$ cat config.mk
export PLATFORM = sky130hd
export DESIGN_NAME = cva6_axi_quiesce_ctrl
export DESIGN_NICKNAME = d
export VERILOG_FILES = /design/src/rtl/cva6_axi_quiesce_ctrl.sv
export SDC_FILE = /design/constraint.sdc
export NUM_CORES = 1
export LEC_CHECK = 0
export ABC_AREA = 1
export BUFFER_PORTS_ARGS = -buffer_cell sky130_fd_sc_hd__buf_2
export CAP_MARGIN = 30
export CORE_ASPECT_RATIO = 1.2
export CORE_MARGIN = 4
export CORE_UTILIZATION = 51
export CTS_BUF_LIST = sky130_fd_sc_hd__clkbuf_8
export DETAILED_ROUTE_END_ITERATION = 10
export PLACE_DENSITY = 0.84
export SLEW_MARGIN = 20
export SYNTH_ARGS = -nofsm -noshare
export SYNTH_HDL_FRONTEND = slang
export SYNTH_SLANG_ARGS = --single-unit
$ cat constraint.sdc
create_clock -name clk_i -period 4.3 [get_ports clk_i]
set_input_delay 0.86 -clock clk_i [delete_from_list [all_inputs] [get_ports clk_i]]
set_output_delay 0.86 -clock clk_i [all_outputs]
set_load 0.02 [all_outputs]
$ cat src/rtl/cva6_axi_quiesce_ctrl.sv
// AXI quiesce controller: gates AW/AR/W handshakes on the core-side master
// port and drains outstanding transactions before acknowledging isolation.
module cva6_axi_quiesce_ctrl #(
  parameter int unsigned MaxTxns = 8,
  parameter int unsigned CntW    = $clog2(MaxTxns + 1)
) (
  input  logic            clk_i,
  input  logic            rst_ni,
  input  logic            isolate_req_i,
  output logic            isolate_ack_o,
  input  logic            slv_aw_valid_i,
  output logic            slv_aw_ready_o,
  output logic            mst_aw_valid_o,
  input  logic            mst_aw_ready_i,
  input  logic            slv_ar_valid_i,
  output logic            slv_ar_ready_o,
  output logic            mst_ar_valid_o,
  input  logic            mst_ar_ready_i,
  input  logic            slv_w_valid_i,
  output logic            slv_w_ready_o,
  output logic            mst_w_valid_o,
  input  logic            mst_w_ready_i,
  input  logic            w_last_i,
  input  logic            b_fire_i,
  input  logic            r_last_fire_i,
  output logic [CntW-1:0] wr_cnt_o,
  output logic [CntW-1:0] rd_cnt_o
);

  typedef enum logic [1:0] {
    RUN,
    DRAIN,
    ISO
  } state_e;

  state_e state_q, state_d;

  logic [CntW-1:0] wr_cnt_q, rd_cnt_q, wpend_q;
  logic aw_pass, ar_pass, w_pass;
  logic aw_fire, ar_fire, w_last_fire;
  logic drained;

  assign aw_pass = (state_q == RUN) && (wr_cnt_q < CntW'(MaxTxns));
  assign ar_pass = (state_q == RUN) && (rd_cnt_q < CntW'(MaxTxns));
  assign w_pass  = (wpend_q != '0);

  assign mst_aw_valid_o = aw_pass & slv_aw_valid_i;
  assign slv_aw_ready_o = aw_pass & mst_aw_ready_i;
  assign mst_ar_valid_o = ar_pass & slv_ar_valid_i;
  assign slv_ar_ready_o = ar_pass & mst_ar_ready_i;
  assign mst_w_valid_o  = w_pass & slv_w_valid_i;
  assign slv_w_ready_o  = w_pass & mst_w_ready_i;

  assign aw_fire     = mst_aw_valid_o & mst_aw_ready_i;
  assign ar_fire     = mst_ar_valid_o & mst_ar_ready_i;
  assign w_last_fire = mst_w_valid_o & mst_w_ready_i & w_last_i;

  assign drained = (wr_cnt_q == '0) && (rd_cnt_q == '0) && (wpend_q == '0);

  // Saturating up/down counter; simultaneous inc and dec cancel.
  function automatic logic [CntW-1:0] cnt_upd(
    input logic [CntW-1:0] cnt,
    input logic            inc,
    input logic            dec
  );
    logic [CntW-1:0] res;
    res = cnt;
    if (inc && !dec) res = cnt + 1'b1;
    else if (dec && !inc && cnt != '0) res = cnt - 1'b1;
    return res;
  endfunction

  always_comb begin
    state_d = state_q;
    unique case (state_q)
      RUN:   if (isolate_req_i) state_d = DRAIN;
      DRAIN: begin
        if (!isolate_req_i) state_d = RUN;
        else if (drained)   state_d = ISO;
      end
      ISO:   if (!isolate_req_i) state_d = RUN;
      default: state_d = RUN;
    endcase
  end

  always_ff @(posedge clk_i or negedge rst_ni) begin
    if (!rst_ni) begin
      state_q  <= RUN;
      wr_cnt_q <= '0;
      rd_cnt_q <= '0;
      wpend_q  <= '0;
    end else begin
      state_q  <= state_d;
      wr_cnt_q <= cnt_upd(wr_cnt_q, aw_fire, b_fire_i);
      rd_cnt_q <= cnt_upd(rd_cnt_q, ar_fire, r_last_fire_i);
      wpend_q  <= cnt_upd(wpend_q, aw_fire, w_last_fire);
    end
  end

  assign isolate_ack_o = (state_q == ISO);
  assign wr_cnt_o      = wr_cnt_q;
  assign rd_cnt_o      = rd_cnt_q;

  a_b_underflow : assert property (
    @(posedge clk_i) disable iff (!rst_ni)
    !(b_fire_i && !aw_fire && wr_cnt_q == '0));

  a_r_underflow : assert property (
    @(posedge clk_i) disable iff (!rst_ni)
    !(r_last_fire_i && !ar_fire && rd_cnt_q == '0));

endmodule

==> results.json, run 1 <==
{
  "crit_family": "buffers and inverters",
  "final.min_clock_period_ps": 2179,
  "clockRootBuffer": "clkbuf_8",
  "holdBufCountCts": 0,
  "die_w_um": 49.32,
  "dr.pass1.iters": 4,
  "syn_area_um2": 1045,
  "drtIter0Drc": 11,
  "r2r_cells": 12,
  "wirelength_um": 1991,
  "fin_crit_sh": 0.5068,
  "cts_sinks": 14,
  "multi_input_area_um2": 623.1,
  "track_usage": 0.1712,
  "crit_buf_inv": 3,
  "slew_viol_final": 0,
  "grt_util_met2": 0.3123,
  "insertion_delay_ps": 240,
  "tightest_slew_ps": 306.7,
  "grt_pass1_wl_um": 3829,
  "status": "finished, final reports clean",
  "netlist_instances": 127,
  "gp_congestion": 0.8368,
  "setup_viol": 0,
  "coreArea_um2": 1893,
  "rsz0062_at_grt": "false",
  "synth_nets": 148,
  "reg2reg_to": "wpend_q[3]",
  "use_met3": 0.02350,
  "antenna_found_initial": 0,
  "fmax_mhz": 458.9,
  "syn_to_final_growth_pct": 18.68,
  "hold_viol_final": 0,
  "n_antenna_cell": 0,
  "p_seq_frac": 0.313,
  "cp_common_cell": "buf_2",
  "seq_area_um2": 350.3,
  "vias": 945,
  "fillCellCount": 176,
  "grt-busiest-layer": "met2",
  "port_buffers": 26,
  "min_path_type": "in -> async",
  "critPathCaptureType": "output port",
  "crit_chain": "buf_2 -> inv_1 -> nor2_4 -> buf_2",
  "grt_util_met1": 0.1879,
  "clk_pin_slew_ps": 50,
  "start_kind": "primary input",
  "cts_buffers": 3,
  "syn_avg_cell_area_um2": 8.226,
  "die_h_um": 57.58,
  "dp_hpwl_um": 1676,
  "grt_max_degree": 15,
  "p_int_mw": 0.4438,
  "p_sw_mw": 0.3952,
  "rr_startpoint": "wpend_q[0]",
  "cts_resized": 0,
  "yosys.cell_types.count": 26,
  "layout_common_cells": "nand2_1 (30), buf_2 (26), inv_1 (17), dfrtp_1 (14), nand3_1 (12)",
  "cpMaxStageDelayCell": "buf_2",
  "pwr-share-comb": 0.564,
  "worstSetupPathType": "in -> out",
  "start_util": 0.5519,
  "cp_max_fo": 2,
  "viasPerCell": 5.400,
  "placed_cell_area_um2": 1199,
  "p_clk_frac": 0.124,
  "yosys_warnings": 0,
  "cap_violations": 0,
  "tns_ps": 0,
  "first_global_vias": 962,
  "drive_above_1_share": 0.2821,
  "finClkSkew_ps": 1.413,
  "synth_seq_cells": 14,
  "r2r_slack_ps": 2290,
  "postCtsSetupBuffers": 0,
  "ant_nets": 0,
  "p_leak_nw": 0.6808,
  "ios": 27,
  "p_sw_frac": 0.4711,
  "drc": 0,
  "layout.nets": 179,
  "yosysSeqAreaShare": 0.3353,
  "cp_slowest_stage_delay_ps": 180,
  "die_area_um2": 2840,
  "fin_util": 0.6550,
  "design_area_um2": 1240,
  "cp_data_required_time_ps": 3440,
  "wire_per_inst_um": 11.38,
  "rows": 17,
  "cts_buffer_depth": 2,
  "relSlewSlack": 0.7955,
  "final_common_cell": "nand2_1",
  "ir_drop_uv": 399.3,
  "powerDensity_nw_per_um2": 676.6,
  "cts_tree": "done",
  "arrival_ps": 1320,
  "grt_overflow": 0,
  "cts_max_level": 1
}
stage by stage:
step	total power, mW	setup slack (ps)	hold slack (ps)	instances
final	0.8390	2121	501.8	175
after global routing	0.9327	2021	520.9	175
after CTS	0.8494	2115	513.8	175
after detailed placement	0.7390	1910	497.9	172
after global placement	0.7189	1945	492.9	172
after floorplan	0.6162	2121	454.4	127
power by group through the flow:
stage,registers (mW),clock network (mW),logic [mW]
after floorplan,0.299,0,0.317
after global placement,0.261,0,0.458
after detailed placement,0.265,0,0.474
after CTS,0.264,0.106,0.480
after global routing,0.276,0.115,0.541
final,0.262,0.104,0.473
flip-flops by register name, indices dropped and copies added (netlist names):
name and flops:
rd_cnt_o 4, wpend_q 4, wr_cnt_o 4, state_q 2
kinds of logic (layout without fill, tap and decap cells):
kind of cell / count (synthesis) / in the layout / synth area share
xor gates and xnor gates: 6 / 6 / 0.06467
buffers and inverters: 19 / 48 / 0.06826
and+or+nand+nor: 70 / 70 / 0.3485
adders and majority gates: 9 / 9 / 0.1293
AOI/OAI and AO/OA: 9 / 9 / 0.05390
DFF: 14 / 14 / 0.3353
worst max-delay path by stage:
| stage | start | cells past startpoint | endpoint |
|---|---|---|---|
| detailed placement | mst_aw_ready_i | 10 | wr_cnt_o[3] |
| finish | slv_aw_valid_i | 4 | mst_aw_valid_o |
| global placement | mst_aw_ready_i | 10 | wr_cnt_o[3] |
| global route | mst_aw_ready_i | 10 | wr_cnt_o[3] |
| CTS | slv_aw_valid_i | 4 | mst_aw_valid_o |
| floorplan | slv_aw_valid_i | 11 | wpend_q[3] |
area by class of cell:
type                            instances  area share
Multi-Input combinational cell         94      0.5025
Tap cell                               19     0.01917
Sequential cell                        14      0.2825
Clock buffer                            3     0.03330
Inverter                               19     0.05752
Timing Repair Buffer                   26      0.1049
cell usage after synthesis, drive strengths merged:
master   n  share of area
a21boi   1          0.011
a21o     1         0.0072
a21oi    2         0.0096
and3     3          0.018
clkinv   1         0.0036
dfrtp   14           0.34
fa       3          0.057
ha       6          0.072
inv     18          0.065
nand2   34           0.14
nand3   15          0.093
nand3b   1         0.0072
nand4    4          0.030
nor2    13          0.063
o21ai    4          0.019
o21bai   1         0.0072
xor2     6          0.065
per-layer routing:
| layer | up-vias | wire length [um] |
|---|---|---|
| met4 | 0 | 70 |
| met2 | 32 | 1014 |
| met5 | - | 0 |
| met3 | 9 | 116 |
| met1 | 436 | 790 |
| li1 | 468 | - |
worst register-to-register path: cells and delay by family, from the launching register on:
kind                     cells  cell delay [ps]
AO/OA/AOI/OAI                2              340
flip-flops                   1              450
AND/OR/NAND/NOR              8              750
buffers and inverters        1               60
adder cells (fa/ha/maj)      1              310
Power figures use the tool's default switching activity.
==> inputs of run 2 (changes only) <==
--- a/config.mk
+++ b/config.mk
@@ -5,7 +5,7 @@
 export SDC_FILE = /design/constraint.sdc
 export NUM_CORES = 1
 export LEC_CHECK = 0
-export ABC_AREA = 1
+export ABC_AREA = 0
 export BUFFER_PORTS_ARGS = -buffer_cell sky130_fd_sc_hd__buf_2
 export CAP_MARGIN = 30
 export CORE_ASPECT_RATIO = 1.2
@@ -13,7 +13,7 @@
 export CORE_UTILIZATION = 51
 export CTS_BUF_LIST = sky130_fd_sc_hd__clkbuf_8
 export DETAILED_ROUTE_END_ITERATION = 10
-export PLACE_DENSITY = 0.84
+export PLACE_DENSITY = 0.85
 export SLEW_MARGIN = 20
 export SYNTH_ARGS = -nofsm -noshare
 export SYNTH_HDL_FRONTEND = slang
==> constraint.sdc (replaced) <==
create_clock -name clk_i -period 2.18 [get_ports clk_i]
set_input_delay 0.436 -clock clk_i [delete_from_list [all_inputs] [get_ports clk_i]]
set_output_delay 0.436 -clock clk_i [all_outputs]
set_load 0.02 [all_outputs]
==> run 2 against run 1 <==
- via count shrank 9.4%
- sequential share of layout area down 1.8 points
- critical path type is now reg -> reg
- first-iteration DRC count fell by 36%
- die area is 1.2% lower
- global-route usage is 0.48 points lower
- design area increased by 7.8%
- utilization rose by 5.9 points
- synthesized cell count is 28% lower
- routed wire length increased by 8.9%
- highest routed layer unchanged
==> results.json, run 2 <==
{
  "status": "finished, final reports clean",
  "final.min_clock_period_ps": 2161,
  "vias": 856,
  "gp_congestion": 0.7427,
  "fin_ws_ps": 18.69,
  "fmax_mhz": 462.7,
  "cts_buffers": 3,
  "cts_sinks": 14,
  "dp_hpwl_um": 1720,
  "layout_common_cells": "buf_2 (26), dfrtp_1 (11), buf_4 (7), xnor2_1 (6), mux2i_1 (4)",
  "clk_pin_slew_ps": 60,
  "dp_slack_ps": 78.27,
  "synth_seq_cells": 14,
  "syn_to_final_growth_pct": 29.77,
  "ir_drop_uv": 801.7,
  "drive_above_1_share": 0.4921,
  "synth-edff-count": 0,
  "p_seq_frac": 0.316,
  "synth_flop_cell": "dfrtp_1",
  "hold_viol_final": 0,
  "syn_avg_cell_area_um2": 11.32,
  "rows": 17,
  "cap_violations": 0,
  "netlist_instances": 91,
  "clockRootBuffer": "clkbuf_8",
  "ios": 27,
  "pwr-share-comb": 0.561,
  "cpMaxStageDelayCell": "dfrtp_2",
  "arrival_ps": 2330,
  "synthTopCellsByArea": "dfrtp_1 (34%), ha_1 (7.3%), fa_1 (5.8%)",
  "critPathCaptureType": "flop",
  "synth_nets": 112,
  "p_clk_frac": 0.123,
  "p_sw_frac": 0.4302,
  "drtIter0Drc": 7,
  "die_h_um": 57.23,
  "track_usage": 0.1664,
  "cts_resized": 0,
  "crit_chain": "nor4b_4 -> buf_4 -> o211a_4 -> inv_4 -> ha_4 -> a21o_1 -> a21oi_2 -> mux2i_1 -> xnor2_1",
  "cp_slowest_stage_delay_ps": 470,
  "hold_ws_ps": 80.49,
  "cts_max_level": 1,
  "antenna_found_initial": 0,
  "fin_crit_sh": 0.9914,
  "yosys-top-cells-count": "dfrtp_1 (14), a21oi_1 (6), ha_1 (6), xnor2_1 (6), inv_1 (5)",
  "slew_viol_final": 0,
  "coreArea_um2": 1872,
  "finClkSkew_ps": 3.670,
  "p_sw_mw": 0.7749,
  "powerDensity_nw_per_um2": 1348,
  "final_common_cell": "buf_2",
  "yosys.cell_types.count": 34,
  "yosys_warnings": 0,
  "relSlewSlack": 0.6337,
  "syn_area_um2": 1030,
  "start_kind": "flop",
  "insertion_delay_ps": 250,
  "crit_family": "compound AO/OA/AOI/OAI gates",
  "dr.pass1.iters": 5,
  "port_buffers": 26,
  "crit_buf_inv": 2,
  "p_leak_nw": 0.5966,
  "synth_top_area_share": 0.3402,
  "cts_buffer_depth": 2,
  "grt_max_degree": 15,
  "grt_overflow": 0,
  "ant_nets": 0,
  "yosys.area.top_type": "dfrtp_1",
  "synthMostInstantiatedCell": "dfrtp_1",
  "cts_tree": "done",
  "die_w_um": 49.02,
  "tightest_slew_ps": 544.5,
  "setup_viol": 0,
  "yosysSeqAreaShare": 0.3402,
  "p_int_mw": 1.027,
  "start_util": 0.5501,
  "drc": 0,
  "grt_pass1_wl_um": 3808,
  "first_global_vias": 851,
  "min_path_type": "in -> async",
  "wire_per_inst_um": 14.96,
  "cp_data_required_time_ps": 2350,
  "ys_async_sr_fraction": 1.000,
  "wirelength_um": 2169,
  "cp_max_fo": 6,
  "die_area_um2": 2805,
  "n_antenna_cell": 0,
  "worstSetupPathType": "reg -> reg",
  "layout.nets": 148,
  "viasPerCell": 5.903
}
run 2: cells by family after synthesis:
family                     after synthesis  share of synthesized area
adders and majority gates                9                     0.1312
buffers and inverters                    7                    0.03280
xor gates and xnor gates                 9                    0.07655
DFF                                     14                     0.3402
muxes                                    7                    0.08262
and+or+nand+nor                         25                     0.1932
AOI/OAI and AO/OA                       20                     0.1434
run 2: per-layer routing:
layer,vias up,track usage,part of all wire
li1,410,-,-
met1,411,0.2059,0.42
met2,29,0.2892,0.51
met3,6,0.02872,0.051
met4,0,0.05769,0.019
met5,-,0,0
run 2: what timing repair did:
action | 4_1_cts | 5_1_grt
buffers inserted | 0 | 1
hold buffers | 0 | 0
setup endpoints to repair | 0 | 1
run 2: cell type report:
class,count,area (um^2)
sequential,14,354.1
tap,19,23.77
timing repair buffer,33,182.7
fill,142,535.5
clock buffer,3,41.29
clock inverter,1,3.754
inverter,5,23.77
multi-input combinational,70,706.9
run 2: through the flow:
step / area [um^2] / total power, mW / setup TNS (ps) / cells / util
2_1_floorplan: 1100 / 1.279 / -820.0 / 91 / -
3_3_place_gp: 1284 / 1.543 / 0 / 140 / 0.6858
3_5_place_dp: 1284 / 1.588 / 0 / 140 / 0.6858
4_1_cts: 1329 / 1.812 / 0 / 144 / 0.7099
5_1_grt: 1336 / 1.950 / -95.08 / 145 / 0.7139
6_report: 1336 / 1.801 / 0 / 145 / 0.7139
run 2: worst paths after layout:
kind                            start          end  slack, ps  cells after the start
min in group clk_i           b_fire_i  wr_cnt_o[1]        390                      2
max                        state_q[0]   wpend_q[3]         20                      9
max in group asynchronous      rst_ni  rd_cnt_o[3]       1830                      1
min reg2reg                wpend_q[3]   wpend_q[3]        490                      1
min                            rst_ni  rd_cnt_o[0]         80                      1
max reg2reg                state_q[0]   wpend_q[3]         20                      9
run 2: power groups by stage:
| stage | sequential [mW] | clock, mW | combinational, mW |
|---|---|---|---|
| floorplan | 0.655 | 0 | 0.624 |
| global placement | 0.569 | 0 | 0.974 |
| detailed placement | 0.575 | 0 | 1.01 |
| CTS | 0.570 | 0.224 | 1.02 |
| global route | 0.594 | 0.238 | 1.12 |
| finish | 0.568 | 0.222 | 1.01 |
run 2: worst reg2reg max path, cell delays in order (launching register included):
cell and delay [ps]:
dfrtp_2 470, nor4b_4 340, buf_4 170, o211a_4 190
inv_4 50, ha_4 200, a21o_1 160, a21oi_2 130
mux2i_1 230, xnor2_1 130
